===== config.mk =====
export PLATFORM = sky130hd
export DESIGN_NAME = arf_controller
export DESIGN_NICKNAME = d
export VERILOG_FILES = /design/src/rtl/arf_ctrl_pkg.sv /design/src/rtl/arf_ack_timer.sv /design/src/rtl/arf_controller.sv
export SDC_FILE = /design/constraint.sdc
export NUM_CORES = 1
export LEC_CHECK = 0
export BUFFER_PORTS_ARGS = -buffer_cell sky130_fd_sc_hd__buf_2
export CAP_MARGIN = 25
export CORE_ASPECT_RATIO = 1.5
export CORE_MARGIN = 4
export CORE_UTILIZATION = 52
export DETAILED_ROUTE_END_ITERATION = 10
export PLACE_DENSITY = 0.85
export REMOVE_ABC_BUFFERS = 1
export SYNTH_ARGS = -nofsm -noshare
export SYNTH_HDL_FRONTEND = slang
export SYNTH_SLANG_ARGS = --single-unit

===== constraint.sdc =====
create_clock -name clk -period 2.05 [get_ports clk]
set_input_delay 0 -clock clk [delete_from_list [all_inputs] [get_ports clk]]
set_output_delay 0 -clock clk [all_outputs]
set_load 0.02 [all_outputs]

===== src/rtl/arf_ctrl_pkg.sv =====
// Shared codes for the address register file controller: request ops, register
// function selects, one-cold register enables, output selects and FSM states.
package arf_ctrl_pkg;

  typedef enum logic [2:0] {
    OP_NOP   = 3'b000,
    OP_FETCH = 3'b001,
    OP_PUSH  = 3'b010,
    OP_POP   = 3'b011,
    OP_JUMP  = 3'b100,
    OP_LDAR  = 3'b101
  } req_op_e;

  typedef enum logic [2:0] {
    FUN_DEC  = 3'b000,
    FUN_INC  = 3'b001,
    FUN_LOAD = 3'b010,
    FUN_CLR  = 3'b011
  } fun_sel_e;

  // Register enables are active-low: bit2 PC, bit1 AR, bit0 SP.
  localparam logic [2:0] SEL_PC   = 3'b011;
  localparam logic [2:0] SEL_AR   = 3'b101;
  localparam logic [2:0] SEL_SP   = 3'b110;
  localparam logic [2:0] SEL_NONE = 3'b111;

  localparam logic [1:0] OUT_PC = 2'b00;
  localparam logic [1:0] OUT_AR = 2'b10;
  localparam logic [1:0] OUT_SP = 2'b11;

  typedef enum logic [2:0] {
    ST_INIT_PC,
    ST_INIT_SP,
    ST_IDLE,
    ST_PRE,
    ST_MEM,
    ST_POST,
    ST_EXEC
  } state_e;

  // Reserved opcodes 11x behave as NOP.
  function automatic req_op_e decode_op(input logic [2:0] raw);
    return (raw > 3'b101) ? OP_NOP : req_op_e'(raw);
  endfunction

endpackage


===== src/rtl/arf_ack_timer.sv =====
// Memory acknowledge watchdog: counts MEM cycles without MemAck and flags the
// cycle in which the count reaches LIMIT.
module arf_ack_timer #(
  parameter int LIMIT = 15
) (
  input  logic clk,
  input  logic rst_n,
  input  logic clear,
  input  logic enable,
  output logic expired
);

  logic [7:0] count;

  always_ff @(posedge clk or negedge rst_n) begin
    if (!rst_n) begin
      count <= '0;
    end else if (clear) begin
      count <= '0;
    end else if (enable) begin
      count <= count + 8'd1;
    end
  end

  // Flags the cycle whose increment would land on LIMIT, so the abort edge
  // coincides with the counter reaching the limit.
  assign expired = enable && (count == 8'(LIMIT - 1));

endmodule


===== src/rtl/arf_controller.sv =====
// Sequencer for the PC/AR/SP register file: accepts one address operation at a
// time and runs the register updates and memory handshake around it.
module arf_controller
  import arf_ctrl_pkg::*;
#(
  parameter logic [15:0] STACK_TOP   = 16'hFFFF,
  parameter int          ACK_TIMEOUT = 15
) (
  input  logic        clk,
  input  logic        rst_n,
  input  logic        req_valid,
  output logic        req_ready,
  input  logic [2:0]  req_op,
  input  logic [15:0] req_data,
  output logic [15:0] arf_i,
  output logic [2:0]  arf_fun_sel,
  output logic [2:0]  arf_reg_sel,
  output logic [1:0]  arf_out_c_sel,
  output logic [1:0]  arf_out_d_sel,
  output logic        mem_req,
  output logic        mem_write,
  input  logic        mem_ack,
  output logic        done,
  output logic        error
);

  state_e  state;
  req_op_e op_q;
  logic    timer_clear;
  logic    timer_enable;
  logic    timer_expired;

  assign timer_clear  = (state != ST_MEM);
  assign timer_enable = (state == ST_MEM) && !mem_ack;

  arf_ack_timer #(.LIMIT(ACK_TIMEOUT)) u_ack_timer (
    .clk     (clk),
    .rst_n   (rst_n),
    .clear   (timer_clear),
    .enable  (timer_enable),
    .expired (timer_expired)
  );

  // Each branch loads the outputs of the state being entered, so every output
  // is a flop. During init the state names the step issued on the next edge.
  always_ff @(posedge clk or negedge rst_n) begin
    if (!rst_n) begin
      state         <= ST_INIT_PC;
      op_q          <= OP_NOP;
      req_ready     <= 1'b0;
      arf_i         <= '0;
      arf_fun_sel   <= FUN_DEC;
      arf_reg_sel   <= SEL_NONE;
      arf_out_c_sel <= OUT_AR;
      arf_out_d_sel <= OUT_PC;
      mem_req       <= 1'b0;
      mem_write     <= 1'b0;
      done          <= 1'b0;
      error         <= 1'b0;
    end else begin
      // NOTE: non-blocking assignments make every branch see pre-edge values,
      // so the defaults below are safely overridden by later assignments.
      arf_reg_sel <= SEL_NONE;
      arf_fun_sel <= FUN_DEC;
      req_ready   <= 1'b0;
      mem_req     <= 1'b0;
      mem_write   <= 1'b0;
      done        <= 1'b0;
      error       <= 1'b0;

      case (state)
        ST_INIT_PC: begin
          arf_reg_sel <= SEL_PC;
          arf_fun_sel <= FUN_CLR;
          state       <= ST_INIT_SP;
        end

        ST_INIT_SP: begin
          arf_reg_sel <= SEL_SP;
          arf_fun_sel <= FUN_LOAD;
          arf_i       <= STACK_TOP;
          state       <= ST_IDLE;
        end

        ST_IDLE: begin
          if (req_ready && req_valid) begin
            op_q <= decode_op(req_op);
            case (decode_op(req_op))
              OP_FETCH: begin
                state         <= ST_MEM;
                mem_req       <= 1'b1;
                arf_out_d_sel <= OUT_PC;
              end
              OP_POP: begin
                state         <= ST_MEM;
                mem_req       <= 1'b1;
                arf_out_d_sel <= OUT_SP;
              end
              OP_PUSH: begin
                state       <= ST_PRE;
                arf_reg_sel <= SEL_SP;
                arf_fun_sel <= FUN_DEC;
              end
              OP_JUMP, OP_LDAR: begin
                state       <= ST_EXEC;
                arf_reg_sel <= (decode_op(req_op) == OP_JUMP) ? SEL_PC : SEL_AR;
                arf_fun_sel <= FUN_LOAD;
                arf_i       <= req_data;
                done        <= 1'b1;
              end
              default: begin
                state <= ST_EXEC;
                done  <= 1'b1;
              end
            endcase
          end else begin
            req_ready <= 1'b1;
          end
        end

        ST_PRE: begin
          state         <= ST_MEM;
          mem_req       <= 1'b1;
          mem_write     <= 1'b1;
          arf_out_d_sel <= OUT_SP;
        end

        ST_MEM: begin
          if (mem_ack) begin
            state <= ST_POST;
            done  <= 1'b1;
            if (op_q == OP_FETCH) begin
              arf_reg_sel <= SEL_PC;
              arf_fun_sel <= FUN_INC;
            end else if (op_q == OP_POP) begin
              arf_reg_sel <= SEL_SP;
              arf_fun_sel <= FUN_INC;
            end
          end else if (timer_expired) begin
            // Abort: only PUSH has already touched SP and must undo its DEC.
            state <= ST_POST;
            error <= 1'b1;
            if (op_q == OP_PUSH) begin
              arf_reg_sel <= SEL_SP;
              arf_fun_sel <= FUN_INC;
            end
          end else begin
            mem_req   <= 1'b1;
            mem_write <= mem_write;
          end
        end

        ST_POST, ST_EXEC: begin
          state     <= ST_IDLE;
          req_ready <= 1'b1;
        end

        default: state <= ST_INIT_PC;
      endcase
    end
  end

endmodule


==> impl_metrics.json, run 1 <==
{
  "ys_seq_area_share_pct": 51.1,
  "cts_buffers": 5,
  "setup_viol": 0,
  "rsz0062_at_grt": "no",
  "synth_edf_count": 0,
  "ant_nets": 0,
  "status": "completed",
  "grt_start_max_net_pins": 42,
  "synthCells": 193,
  "syn2layout_area_growth_pct": 25.7,
  "fmax_ghz": 0.588,
  "cts-root-buf": "clkbuf_8",
  "cp.arrival_ps": 1930,
  "num_rows": 27,
  "antenna_found_initial": 0,
  "grt_overflow": 0,
  "powerDensity_mw_per_mm2": 1010,
  "vias": 1625,
  "antennaDiodeCount": 0,
  "nFillCells": 279,
  "synthArstFlopShare_pct": 100,
  "die_y_um": 84.2,
  "dp_hpwl_um": 2960,
  "htreeDepth": 2,
  "drcViolationCount": 0,
  "grt_pass1_vias": 1629,
  "cap_violations": 0,
  "tritoncts": "built",
  "finish.instance_area_mm2": 0.00253,
  "ios": 54,
  "setup_tns_ps": 0,
  "cp_max_fo": 15,
  "rr_worst_depth": 3,
  "grtUsageTotal_pct": 19.6,
  "cts.sinks": 41,
  "synthesis.area_mm2": 0.00201,
  "wl_per_cell_um": 14.8,
  "synth_warnings": 2,
  "cp_slowest_cell": "or3b_1",
  "multiInputGateArea_um2": 890,
  "irDropWorstVdd_mv": 0.776,
  "vias_per_cell": 5.38,
  "worstHoldPathCells": 3,
  "path_class": "reg2reg",
  "drv_slew": 0,
  "period_minus_slack_ps": 1700,
  "cts_max_path_buffers": 2,
  "finalClockSkew_ps": 8.09,
  "post-route-util_pct": 68.1,
  "cts_resized": 0,
  "hold_viol_final": 0,
  "ys.flop_type": "dfrtp_1",
  "drive_gt1_share_pct": 27.4,
  "globalplace.congestion": 0.856,
  "avgSynthCellArea_um2": 10.4,
  "final_nets": 283,
  "final.period_utilization_pct": 83.0,
  "regArea_mm2": 0.00103,
  "die_w_um": 58.8,
  "path_cells": "or3b_1, a211oi_2, a22o_1",
  "relSlewSlack_pct": 42.1,
  "cp-start-kind": "flop",
  "synth_cell_types": 46,
  "cp.required_ps": 2280,
  "core_area_mm2": 0.00372,
  "grt_pass1_wl_um": 7550,
  "clk_pin_slew_ps": 80,
  "p_leak_nw": 1.08,
  "endpoint_kind": "flop",
  "clk-insertion-delay-late_ps": 290,
  "wirelength_um": 4470,
  "worst_pin_slew_ps": 868,
  "io_buffers": 50,
  "start_util_pct": 54.2,
  "dr.pass1.iters": 4,
  "drtIter0Drc": 27,
  "ys_ff_latch": 41,
  "die-area_mm2": 0.00495,
  "hp-class": "in2reg",
  "cpPeakStageDelay_ps": 620,
  "placed_area_mm2": 0.00226
}
repair_timing:
item | in CTS | in global routing
hold endpoints to repair | 53 | 0
setup buffers | 0 | 0
hold buffers | 16 | 0
per-layer routing:
metal	vias up	global-route usage (%)	routed length [um]
met1	784	24.5	1790
met4	0	6.19	62
met5	-	0	0
met2	48	32.3	2350
li1	787	-	-
met3	6	5.23	268
where the power goes:
part | total [W] | switching (W) | internal, W | leakage, nW
combinational | 0.000799 | 0.000475 | 0.000324 | 0.559
sequential | 0.00112 | 0.000159 | 0.000961 | 0.464
clock | 0.000630 | 0.000269 | 0.000361 | 0.0552
total | 0.00255 | 0.000902 | 0.00165 | 1.08
per-stage QoR:
stage               setup WS [ps]  hold slack (ps)  total power (W)  cells
global placement              439              164          0.00189    278
CTS                           356             1.56          0.00256    302
finish                        349             12.0          0.00255    302
floorplan                     479             -296          0.00162    181
detailed placement            371              178          0.00191    278
global route                  236            0.758          0.00271    302
cells in the mapped netlist, drive strengths merged, types with 2 or more instances:
cell type | number | area, um2
nor2b | 6 | 37.5
nand2b | 3 | 18.8
dfstp | 3 | 78.8
nand4b | 4 | 35.0
buf | 12 | 83.8
xor2 | 3 | 26.3
inv | 3 | 11.3
or4 | 2 | 15.0
nor4 | 2 | 12.5
or3 | 2 | 12.5
nand2 | 9 | 33.8
clkbuf | 2 | 7.51
a22o | 3 | 26.3
mux2i | 16 | 160
nand3b | 3 | 35.0
a31oi | 2 | 12.5
nor3b | 2 | 20.0
a21oi | 5 | 25.0
ha | 2 | 25.0
dfrtp | 38 | 951
o21ai | 6 | 30.0
mux2 | 2 | 22.5
o21bai | 4 | 30.0
or3b | 3 | 26.3
nor2 | 41 | 154
cells in the final DEF (no fill, tap or decap), types with 3 or more instances in the layout:
master         instances
nand4b_1               4
conb_1                 3
dfstp_2                3
buf_2                 50
nand2b_1               3
a21oi_1                5
nor2_1                41
nand2_1                9
a22o_1                 3
mux2i_1               16
xor2_1                 3
dfrtp_1               38
clkbuf_8               5
inv_1                  3
o21bai_1               4
dlygate4sd3_1         16
buf_4                  4
nor2b_1                6
o21ai_0                6
worst max-delay path, delay by kind of cell (launching register included):
family | cells | cell delay (ps)
AOI/OAI and AO/OA | 2 | 500
DFF | 1 | 530
and+or+nand+nor | 1 | 620
path summary, 6_finish.rpt:
kind | from | to | slack [ps]
setup / recovery | state[0] | mem_write | 350
hold / removal | req_data[11] | arf_i[11] | 10
setup reg to reg | state[0] | mem_write | 350
hold reg to reg | mem_write | mem_write | 520
max in group asynchronous | rst_n | error | 1130
min in group asynchronous | rst_n | arf_i[5] | 370
area by class of cell:
class,count,area share (%)
well taps,43,2.12
repair buffers,70,17.4
inverters,3,0.445
multi-input cells,137,35.1
flip-flops and latches,41,40.7
clock inverters,2,1.38
clock buffers,6,2.87
cells by family after synthesis:
logic type	count (synthesis)	share of synthesized area [%]
and+or+nand+nor	83	22.3
DFF	41	51.1
AOI/OAI and AO/OA	27	9.26
muxes	18	9.07
buffers and inverters	17	5.09
xor gates and xnor gates	4	1.74
adders and majority gates	2	1.24
other	1	0.186
state kept, by name (all words and copies together), names as in the netlist:
name	cells
arf_fun_sel	2
arf_i	16
arf_out_d_sel	1
arf_reg_sel	3
done	1
error	1
mem_req	1
mem_write	1
op_q	3
req_ready	1
state	3
u_ack_timer.count	8
No activity file was read; power rests on OpenSTA's default activity.
==> inputs of run 2 (changes only) <==
--- a/config.mk
+++ b/config.mk
@@ -9,9 +9,9 @@
 export CAP_MARGIN = 25
 export CORE_ASPECT_RATIO = 1.5
 export CORE_MARGIN = 4
-export CORE_UTILIZATION = 52
+export CORE_UTILIZATION = 47
 export DETAILED_ROUTE_END_ITERATION = 10
-export PLACE_DENSITY = 0.85
+export PLACE_DENSITY = 0.81
 export REMOVE_ABC_BUFFERS = 1
 export SYNTH_ARGS = -nofsm -noshare
 export SYNTH_HDL_FRONTEND = slang
==> constraint.sdc (replaced) <==
create_clock -name clk -period 1.52 [get_ports clk]
set_input_delay 0 -clock clk [delete_from_list [all_inputs] [get_ports clk]]
set_output_delay 0 -clock clk [all_outputs]
set_load 0.02 [all_outputs]
==> impl_metrics.json, run 2 (synthesis gave the netlist of run 1 again) <==
{
  "status": "completed",
  "whs_ps": 74.7,
  "topRoutingLayerUsed": "met4",
  "dr.pass1.iters": 4,
  "dp_hpwl_um": 3090,
  "die_y_um": 88.2,
  "vias_per_cell": 5.37,
  "final.period_utilization_pct": 97.8,
  "p_leak_nw": 1.15,
  "endpoint_kind": "flop",
  "path_class": "reg2reg",
  "cp.arrival_ps": 1690,
  "ios": 54,
  "grt_overflow": 0,
  "drv_slew": 0,
  "die-area_mm2": 0.00542,
  "wl_met3_um": 367,
  "cts_buffers": 5,
  "antennaDiodeCount": 0,
  "fmax_ghz": 0.673,
  "io_buffers": 50,
  "finalClockSkew_ps": 6.88,
  "power_w": 0.00352,
  "grt_start_max_net_pins": 42,
  "vias": 1719,
  "p_sw_w": 0.00130,
  "final_nets": 299,
  "nFillCells": 289,
  "cp-start-kind": "flop",
  "drtIter0Drc": 56,
  "core_area_mm2": 0.00403,
  "cp_top_family": "simple AND/OR/NAND/NOR gates",
  "cp_max_fo": 10,
  "drcViolationCount": 0,
  "wl_per_cell_um": 15.2,
  "p_seq_share_pct": 42.0,
  "grt_pass1_wl_um": 8110,
  "largest_registers": "arf_i (16), u_ack_timer.count (8)",
  "crit_buf_inv": 1,
  "cts_max_path_buffers": 2,
  "ant_nets": 0,
  "start_util_pct": 50.0,
  "wirelength_um": 4850,
  "layout_common_cells": "buf_2, nor2_1, dfrtp_1",
  "worst_slack_ps": 33.1,
  "m1WireLength_um": 1850,
  "tritoncts": "built",
  "rsz0062_at_grt": "yes",
  "top_register": "arf_i",
  "htreeDepth": 2,
  "clk-insertion-delay-late_ps": 300,
  "globalplace.congestion": 0.821,
  "cp.required_ps": 1730,
  "antenna_found_initial": 0,
  "cap_violations": 0,
  "comb_power_share_pct": 37.9,
  "period_minus_slack_ps": 1490,
  "hp-class": "in2reg",
  "cts-root-buf": "clkbuf_8",
  "cpPeakStageDelay_ps": 460,
  "num_rows": 28,
  "layout.cells.most_common": "buf_2",
  "grtUsageTotal_pct": 20.1,
  "path_cells": "nand3b_4, and4bb_2, buf_12, mux2i_2",
  "cts.sinks": 41,
  "cp_slowest_cell": "dfrtp_2",
  "largest_register_ff_count": 16,
  "place_worst_setup_slack_ps": 13.9,
  "swShare_pct": 36.8,
  "syn2layout_area_growth_pct": 33.8,
  "p_int_w": 0.00222,
  "clk_pin_slew_ps": 80,
  "hold_viol_final": 0,
  "grt_pass1_vias": 1767,
  "met2_length_um": 2550,
  "powerDensity_mw_per_mm2": 1310,
  "die_w_um": 61.5,
  "drive_gt1_share_pct": 33.1,
  "clkPwrFrac_pct": 20.1,
  "setup_viol": 0,
  "irDropWorstVdd_mv": 1.10
}
## run 2: repair_timing
item | 4_1_cts | 5_1_grt
setup buffers | 0 | 2
setup endpoints to repair | 0 | 22
gates resized for setup | 0 | 9
hold buffers | 18 | 0
endpoints found under the hold margin | 58 | 0
## run 2: path summary, 6_finish.rpt
check / slack [ps] / from / end / depth (start not counted)
min reg2reg: 520 / mem_write / mem_write / 1
max reg2reg: 30 / state[2] / arf_i[8] / 4
min in group asynchronous: 190 / rst_n / u_ack_timer.count[1] / 3
max in group asynchronous: 1060 / rst_n / arf_reg_sel[2] / 3
min: 70 / mem_ack / arf_fun_sel[0] / 4
max: 30 / state[2] / arf_i[8] / 4
## run 2: layout make-up
| class | count | area [um2] | area share, % |
|---|---|---|---|
| sequential | 41 | 1030 | 38.3 |
| clock buffer | 6 | 72.6 | 2.69 |
| inverter | 3 | 11.3 | 0.418 |
| timing repair buffer | 86 | 594 | 22.1 |
| multi-input combinational | 137 | 912 | 33.8 |
| tap | 45 | 56.3 | 2.09 |
| clock inverter | 2 | 15.0 | 0.557 |
## run 2: power by group through the flow
stage | Combinational [W] | Sequential (W) | Clock, W
after floorplan | 0.000541 | 0.00165 | 0
after global placement | 0.00118 | 0.00148 | 0
after detailed placement | 0.00119 | 0.00148 | 0
after CTS | 0.00123 | 0.00146 | 0.000725
after global routing | 0.00148 | 0.00151 | 0.000766
final | 0.00133 | 0.00148 | 0.000705
## run 2: worst register-to-register path, stage by stage, from the launching register on
cell and delay [ps]:
dfrtp_2 460, nand3b_4 180, and4bb_2 370, buf_12 150, mux2i_2 240
## run 2: metrics by stage
step / area, um2 / setup TNS, ps / std cells / util, %
detailed placement: 2380 / 0 / 292 / 59.1
global placement: 2380 / 0 / 292 / 59.1
global route: 2700 / -13.3 / 320 / 66.9
floorplan: 1930 / -811 / 181 / -
CTS: 2650 / 0 / 318 / 65.8
finish: 2700 / 0 / 320 / 66.9
## run 2: routing by layer
layer	global-route usage (%)	vias to the layer above
met1	23.6	832
met2	33.7	57
met4	5.98	0
met3	7.52	10
met5	0	-
li1	-	820
==> inputs of run 3 (changes only) <==
--- a/config.mk
+++ b/config.mk
@@ -9,10 +9,11 @@
 export CAP_MARGIN = 25
 export CORE_ASPECT_RATIO = 1.5
 export CORE_MARGIN = 4
-export CORE_UTILIZATION = 47
+export CORE_UTILIZATION = 30
 export DETAILED_ROUTE_END_ITERATION = 10
-export PLACE_DENSITY = 0.81
+export PLACE_DENSITY = 0.58
 export REMOVE_ABC_BUFFERS = 1
+export SLEW_MARGIN = 0
 export SYNTH_ARGS = -nofsm -noshare
 export SYNTH_HDL_FRONTEND = slang
 export SYNTH_SLANG_ARGS = --single-unit
==> impl_metrics.json, run 3 (synthesis gave the netlist of run 1 again) <==
{
  "endpoint_kind": "flop",
  "syn2layout_area_growth_pct": 39.9,
  "grtUsageTotal_pct": 13.5,
  "place_worst_setup_slack_ps": 52.3,
  "worst_slack_ps": 69.6,
  "drv_slew": 0,
  "path_class": "reg2reg",
  "cp-start-kind": "flop",
  "largest_registers": "arf_i (16), u_ack_timer.count (8)",
  "start_util_pct": 30.8,
  "largest_register_ff_count": 16,
  "top_register": "arf_i",
  "p_int_w": 0.00246,
  "clk_pin_slew_ps": 90,
  "ant_nets": 0,
  "io_buffers": 50,
  "grt_start_max_net_pins": 24,
  "dp_hpwl_um": 3660,
  "grt_overflow": 0,
  "final_nets": 306,
  "drtIter0Drc": 59,
  "globalplace.congestion": 0.798,
  "cts-root-buf": "clkbuf_8",
  "powerDensity_mw_per_mm2": 1350,
  "wirelength_um": 5170,
  "core_area_mm2": 0.00653,
  "clkPwrFrac_pct": 24.8,
  "clk-insertion-delay-late_ps": 300,
  "post-route-util_pct": 43.2,
  "die_y_um": 108,
  "p_seq_share_pct": 38.4,
  "irDropWorstVdd_mv": 0.552,
  "die_w_um": 74.9,
  "status": "completed",
  "cts_max_path_buffers": 2,
  "drcViolationCount": 0,
  "wl_per_cell_um": 14.4,
  "comb_power_share_pct": 36.8,
  "vias_per_cell": 4.79,
  "num_rows": 36,
  "swShare_pct": 35.2,
  "grt_pass1_vias": 1763,
  "vias": 1714,
  "cp.required_ps": 1740,
  "grt_pass1_wl_um": 8420,
  "cp_max_fo": 8,
  "ios": 54,
  "p_sw_w": 0.00133,
  "period_minus_slack_ps": 1450,
  "dr.pass1.iters": 4,
  "drive_gt1_share_pct": 34.8,
  "tritoncts": "built",
  "p_leak_nw": 1.21,
  "cts_buffers": 5,
  "hold_viol_final": 0,
  "rsz0062_at_grt": "no",
  "hp-class": "in2reg",
  "finalClockSkew_ps": 6.06,
  "cap_violations": 0,
  "die-area_mm2": 0.00812,
  "setup_viol": 0,
  "antennaDiodeCount": 0,
  "final.period_utilization_pct": 95.4,
  "htreeDepth": 2,
  "layout.cells.most_common": "buf_2",
  "antenna_found_initial": 0,
  "layout_common_cells": "buf_2, nor2_1, dfrtp_1",
  "cts.sinks": 41,
  "fmax_ghz": 0.689,
  "cp.arrival_ps": 1670
}
run 3: through the flow:
| stage | cells | TNS (ps) | cell area (um2) | hold slack (ps) | total power [W] |
|---|---|---|---|---|---|
| after floorplan | 181 | -811 | 1930 | -296 | 0.00219 |
| after global placement | 331 | 0 | 2480 | -15.5 | 0.00280 |
| after detailed placement | 331 | 0 | 2480 | -13.7 | 0.00280 |
| after CTS | 356 | 0 | 2770 | 3.33 | 0.00378 |
| after global routing | 358 | 0 | 2820 | 18.5 | 0.00404 |
| final | 358 | 0 | 2820 | 4.29 | 0.00380 |
run 3: cell type report:
class / instances / area, um2
sequential: 41 / 1030
tap: 76 / 95.1
fill: 615 / 3710
inverter: 3 / 11.3
clock inverter: 2 / 37.5
timing repair buffer: 93 / 658
multi-input combinational: 137 / 903
clock buffer: 6 / 82.6
run 3: timing repair:
item | in CTS | in global routing
endpoints found under the setup margin | 0 | 19
resized for setup | 0 | 6
hold buffers | 17 | 0
buffers inserted | 0 | 1
endpoints found under the hold margin | 34 | 0
run 3: path summary, 6_finish.rpt:
kind / startpoint / slack (ps) / end / depth (start not counted)
max reg2reg: state[2] / 70 / arf_i[8] / 4
min in group asynchronous: rst_n / 190 / arf_fun_sel[1] / 2
min reg2reg: mem_write / 520 / mem_write / 1
max in group asynchronous: rst_n / 760 / arf_reg_sel[2] / 3
min: req_op[0] / 4 / arf_reg_sel[1] / 3
max: state[2] / 70 / arf_i[8] / 4
run 3: power by group through the flow:
stage               Combinational (W)  Sequential, W  Clock [W]
floorplan                    0.000541        0.00165          0
global placement              0.00133        0.00147          0
detailed placement            0.00133        0.00147          0
CTS                           0.00137        0.00145   0.000959
global route                  0.00155        0.00148    0.00101
finish                        0.00140        0.00146   0.000942
run 3: per-layer routing:
metal / vias up / GRT usage [%] / part of all wire (%)
met1: 823 / 16.2 / 42
met3: 11 / 3.26 / 5.0
li1: 833 / - / -
met4: 0 / 5.47 / 1.9
met5: - / 0 / 0
met2: 47 / 22.7 / 51
run 3: worst max-delay path, cell delays in order (launching register included):
cell,delay (ps)
dfrtp_2,450
nand3b_4,200
and4bb_4,380
buf_12,140
mux2i_1,210
